===== src/rtl/rr_packet_arbiter.sv =====
// Round-robin packet scheduler: grants one show-ahead input FIFO for a whole
// header+LEN packet onto a single output link, then rotates priority.
module rr_packet_arbiter #(
  parameter int N     = 4,
  parameter int WIDTH = 32,
  parameter int GW    = 2
) (
  input  logic               clock,
  input  logic               reset,
  input  logic [N-1:0]       port_enable,
  input  logic [N-1:0]       fifo_ready,
  input  logic [N*WIDTH-1:0] fifo_dout,
  output logic [N-1:0]       fifo_pop,
  output logic [WIDTH-1:0]   out_data,
  output logic               out_valid,
  input  logic               out_ready,
  output logic               out_last,
  output logic [GW-1:0]      grant,
  output logic               busy
);

  typedef enum logic [1:0] {
    IDLE   = 2'd0,
    HEADER = 2'd1,
    BODY   = 2'd2
  } state_t;

  state_t        state, state_next;
  logic [GW-1:0] grant_next;
  logic [7:0]    remaining, remaining_next;
  logic [7:0]    len;
  logic [N-1:0]  requests;
  logic          transfer;
  logic          found;
  int            idx;

  // NOTE: state registers use non-blocking assignments so every flop samples
  // pre-edge values; blocking here would create order-dependent simulation.
  always_ff @(posedge clock or posedge reset) begin
    if (reset) begin
      state     <= IDLE;
      grant     <= GW'(N - 1);
      remaining <= '0;
    end else begin
      state     <= state_next;
      grant     <= grant_next;
      remaining <= remaining_next;
    end
  end

  // NOTE: every output of this block gets a default first, so no path
  // through the case/if tree can leave a signal unassigned and infer a latch.
  always_comb begin
    state_next     = state;
    grant_next     = grant;
    remaining_next = remaining;
    fifo_pop       = '0;
    found          = 1'b0;
    idx            = 0;

    out_data  = fifo_dout[int'(grant)*WIDTH +: WIDTH];
    len       = out_data[7:0];
    out_valid = (state != IDLE) && fifo_ready[grant];
    transfer  = out_valid && out_ready;
    out_last  = out_valid && (((state == HEADER) && (len == 8'd0)) ||
                              ((state == BODY) && (remaining == 8'd1)));
    busy      = (state != IDLE);
    requests  = fifo_ready & port_enable;

    case (state)
      IDLE: begin
        // Search starts just after the last grant so priority rotates.
        for (int k = 1; k <= N; k++) begin
          idx = (int'(grant) + k) % N;
          if (!found && requests[idx]) begin
            found      = 1'b1;
            grant_next = GW'(idx);
          end
        end
        if (found) state_next = HEADER;
      end
      HEADER: begin
        if (transfer) begin
          fifo_pop[grant] = 1'b1;
          remaining_next  = len;
          state_next      = (len == 8'd0) ? IDLE : BODY;
        end
      end
      BODY: begin
        if (transfer) begin
          fifo_pop[grant] = 1'b1;
          remaining_next  = remaining - 8'd1;
          if (remaining == 8'd1) state_next = IDLE;
        end
      end
      default: state_next = IDLE;
    endcase
  end

endmodule


===== config.mk =====
export PLATFORM = sky130hd
export DESIGN_NAME = rr_packet_arbiter
export DESIGN_NICKNAME = d
export VERILOG_FILES = /design/src/rtl/rr_packet_arbiter.sv
export SDC_FILE = /design/constraint.sdc
export NUM_CORES = 1
export LEC_CHECK = 0
export BUFFER_PORTS_ARGS = -buffer_cell sky130_fd_sc_hd__buf_2
export CAP_MARGIN = 20
export CORE_MARGIN = 1.5
export CORE_UTILIZATION = 38
export CTS_CLUSTER_SIZE = 25
export DETAILED_ROUTE_END_ITERATION = 8
export PLACE_DENSITY_LB_ADDON = 0.08
export SKIP_CTS_REPAIR_TIMING = 1
export SLEW_MARGIN = 10
export SYNTH_ARGS = -nofsm -noshare
export SYNTH_HDL_FRONTEND = slang
export SYNTH_SLANG_ARGS = --single-unit

===== constraint.sdc =====
create_clock -name clock -period 5.8 [get_ports clock]
set_input_delay 1.16 -clock clock [delete_from_list [all_inputs] [get_ports clock]]
set_output_delay 1.16 -clock clock [all_outputs]
set_load 0.005 [all_outputs]

==> out/qor.yml <==
detailed_routing:
  drcViolationCount: 0
  initialDrtViolationCount: 146
  routed_wirelength_um: 6860
  wire_per_inst_um: 16.8
  route.detailed.vias_per_inst: 5.33
  ant_nets: 0
  firstDrtPassIters: 4
  vias_post_dr: 2181
synthesis:
  ys_dominant_reg_cell: "sky130_fd_sc_hd__dfrtp_1"
  mappedNetlistNets: 318
  synth.most_common_cell: "sky130_fd_sc_hd__mux4_2"
  yosys-top-cells-area: "sky130_fd_sc_hd__mux4_2, sky130_fd_sc_hd__dfrtp_1, sky130_fd_sc_hd__ha_1"
  number_of_enable_flip_flop_cells_after_synthesis: 0
  synth_warnings: 0
  synthTopCellsByCount: "sky130_fd_sc_hd__mux4_2, sky130_fd_sc_hd__a21oi_1, sky130_fd_sc_hd__nand2_1"
  yosysSeqAreaShare_pct: 16.4
  synth-seq-cells: 12
  netlist.top_cell.by_area: "sky130_fd_sc_hd__mux4_2"
  syn_avg_cell_area_um2: 11.0
  asyncSetResetFlopFracSynth_pct: 100
  synthesis.area_um2: 1850
  synthDistinctLibCells: 44
  number_of_instances_in_the_synthesized_netlist: 169
  synth_top_cell_area_share_pct: 36.5
floorplan:
  num_rows: 25
  floorplan.die.width_um: 72.8
  floorplan.io_pins: 180
  initial_utilization_pct: 39.2
  die_height_um: 72.8
  floorplan.die_area_um2: 5300
  core_ar_um2: 4720
timing:
  finalSetupTns_ns: 0
  timing.slew.headroom_pct: 39.1
  hold_violations: 0
  period_utilisation_layout_pct: 70.3
  holdWs_ns: 0.519
  max_freq_mhz: 245
  finalSetupViolCount: 0
  max_slew.worst_pin.slew_ns: 0.913
  crit_path_time_final_ns: 4.08
  slew_viol_final: 0
  rsz0062_at_grt: "no"
  finalClockSkew_ns: 0.00212
clock_tree:
  clkLatencyLatePin_ns: 0.24
  clock_tree.htree_level_count: 1
  clock-sinks: 12
  cts_root_buffer: "sky130_fd_sc_hd__clkbuf_8"
  clock_slew_at_the_register_clock_pins_of_the_worst_setup_and_hold_paths_ns: 0.06
  cts_buffers: 3
  cts_buffer_depth: 2
  cts_tree: "done"
critical_path:
  worst_setup_path_endpoint: "out_last"
  endpoint_of_the_worst_register_to_register_path: "grant[1]$_DFFE_PP1P_"
  critPathSlowestCell: "sky130_fd_sc_hd__dfstp_2"
  cp_slowest_stage_delay_ns: 0.93
  crit_type: "reg2out"
  critPathArrivalTime_ns: 2.92
  worstSetupEndpointType: "primary output"
  critical-path-top-delay-family: "flip-flops"
  worstPathCellList: "mux4_1 -> or4_1 -> nor2_1 -> a22oi_1 -> nor2b_1 -> buf_2"
  required_time_at_the_endpoint_of_the_critical_path_ns: 4.64
  timing.reg2reg.worst_path_depth: 4
  critPathBufInv: 1
  start_kind: "flip-flop"
  r2r_start: "grant[0]$_DFFE_PP1P_"
  worst_setup_path_start: "grant[0]$_DFFE_PP1P_"
  rrSetupSlack_ns: 3.09
  cp_num_cells: 6
  worst-path-max-fanout: 20
flow_run:
  drv_cap: 0
global_routing:
  grt_pass1_vias: 2075
  pin_count_of_the_biggest_net_entering_global_routing: 41
  overall_fraction_of_global_route_tracks_in_use_pct: 26.0
  wire_length_of_the_first_global_routing_pass_um: 10700
  grt.overflow.total: 0
  antenna_violations_before_repair: 0
power_and_ir_drop:
  power.leakage_nw: 1.43
  power_density_nw_per_um2: 408
  power.ir.vdd_worst_mv: 0.257
outcome:
  status: "completed"
layout:
  area_growth_syn_to_layout_pct: 53.2
  fill_cells: 426
  antenna-diode-count: 0
  post_layout_net_count: 492
  drive_above_1_share_pct: 64.0
placement:
  port-buffer-count: 179
  hpwlAfterDp_um: 5890
  place_congestion: 0.852
worst_hold_path:
  hold_path.class: "reg2reg"
-- metal layers --
| metal | vias up | wire [um] | global-route usage, % |
|---|---|---|---|
| li1 | 1030 | - | - |
| met1 | 1035 | 2860 | 35.8 |
| met2 | 106 | 3410 | 42.3 |
| met3 | 10 | 507 | 6.08 |
| met4 | 0 | 84 | 5.03 |
| met5 | - | 0 | 0 |
-- placed cells by master, fill, tap and decap left out, types with 2 or more instances in the layout --
cell / n
sky130_fd_sc_hd__a21oi_1: 14
sky130_fd_sc_hd__a22oi_1: 2
sky130_fd_sc_hd__and2_1: 5
sky130_fd_sc_hd__and3_1: 7
sky130_fd_sc_hd__buf_2: 179
sky130_fd_sc_hd__clkbuf_8: 4
sky130_fd_sc_hd__dfrtp_1: 10
sky130_fd_sc_hd__dfstp_2: 2
sky130_fd_sc_hd__ha_1: 10
sky130_fd_sc_hd__inv_1: 10
sky130_fd_sc_hd__mux4_1: 4
sky130_fd_sc_hd__mux4_2: 30
sky130_fd_sc_hd__nand2_1: 11
sky130_fd_sc_hd__nand2b_1: 2
sky130_fd_sc_hd__nand3_1: 4
sky130_fd_sc_hd__nor2_1: 7
sky130_fd_sc_hd__nor3_1: 3
sky130_fd_sc_hd__o211ai_1: 2
sky130_fd_sc_hd__o21ai_0: 5
sky130_fd_sc_hd__o22a_1: 2
sky130_fd_sc_hd__o22ai_1: 2
sky130_fd_sc_hd__o32ai_1: 2
sky130_fd_sc_hd__or2_2: 2
sky130_fd_sc_hd__or3_1: 2
sky130_fd_sc_hd__or4_1: 2
-- cells by family (layout without fill, tap and decap cells) --
logic type                 Yosys count  after routing  synth area share (%)
xor gates and xnor gates             1              1                 0.473
buffers and inverters               21            194                  5.07
muxes                               37             37                  43.9
DFF                                 12             12                  16.4
adders and majority gates           10             10                  6.76
and+or+nand+nor                     52             52                  15.3
AOI/OAI and AO/OA                   36             36                  12.2
-- power breakdown --
part	total, mW	switching, mW	internal [mW]
clock	0.0923	0.0323	0.0600
sequential	0.257	0.122	0.134
combinational	0.808	0.342	0.466
total	1.16	0.497	0.660
-- sequential cells by signal, summed over array words and instances (netlist names) --
name	cells
remaining	8
state	2
grant	2
-- how the worst min path moves through the flow --
| stage | startpoint | to | slack, ns | depth (start not counted) |
|---|---|---|---|---|
| 2_1_floorplan | state[0]$_DFFE_PP0P_ | state[0]$_DFFE_PP0P_ | 0.49 | 1 |
| 6_report | state[0]$_DFFE_PP0P_ | state[0]$_DFFE_PP0P_ | 0.52 | 1 |
| 3_5_place_dp | state[0]$_DFFE_PP0P_ | state[0]$_DFFE_PP0P_ | 0.51 | 1 |
| 3_3_place_gp | state[0]$_DFFE_PP0P_ | state[0]$_DFFE_PP0P_ | 0.50 | 1 |
| 4_1_cts | state[0]$_DFFE_PP0P_ | state[0]$_DFFE_PP0P_ | 0.53 | 1 |
| 5_1_grt | state[0]$_DFFE_PP0P_ | state[0]$_DFFE_PP0P_ | 0.55 | 1 |
-- area by class of cell --
class	count	area (um^2)	area share, %
multi-input combinational	136	1460	51.3
timing repair buffer	180	903	31.8
sequential	12	303	10.7
tap	67	83.8	2.95
clock buffer	4	55.1	1.94
inverter	10	37.5	1.32
-- per-stage QoR --
step                util (%)  worst slack [ns]  instances  total power, mW  cell area, um^2
floorplan                  -              2.10        169            0.783             1850
CTS                     60.1              1.69        409             1.16             2840
global placement        58.9              1.82        405             1.06             2780
global route            60.1              1.54        409             1.26             2840
detailed placement      58.9              1.79        405             1.07             2780
finish                  60.1              1.72        409             1.16             2840
Note: power is estimated with default switching activity, not from simulation.
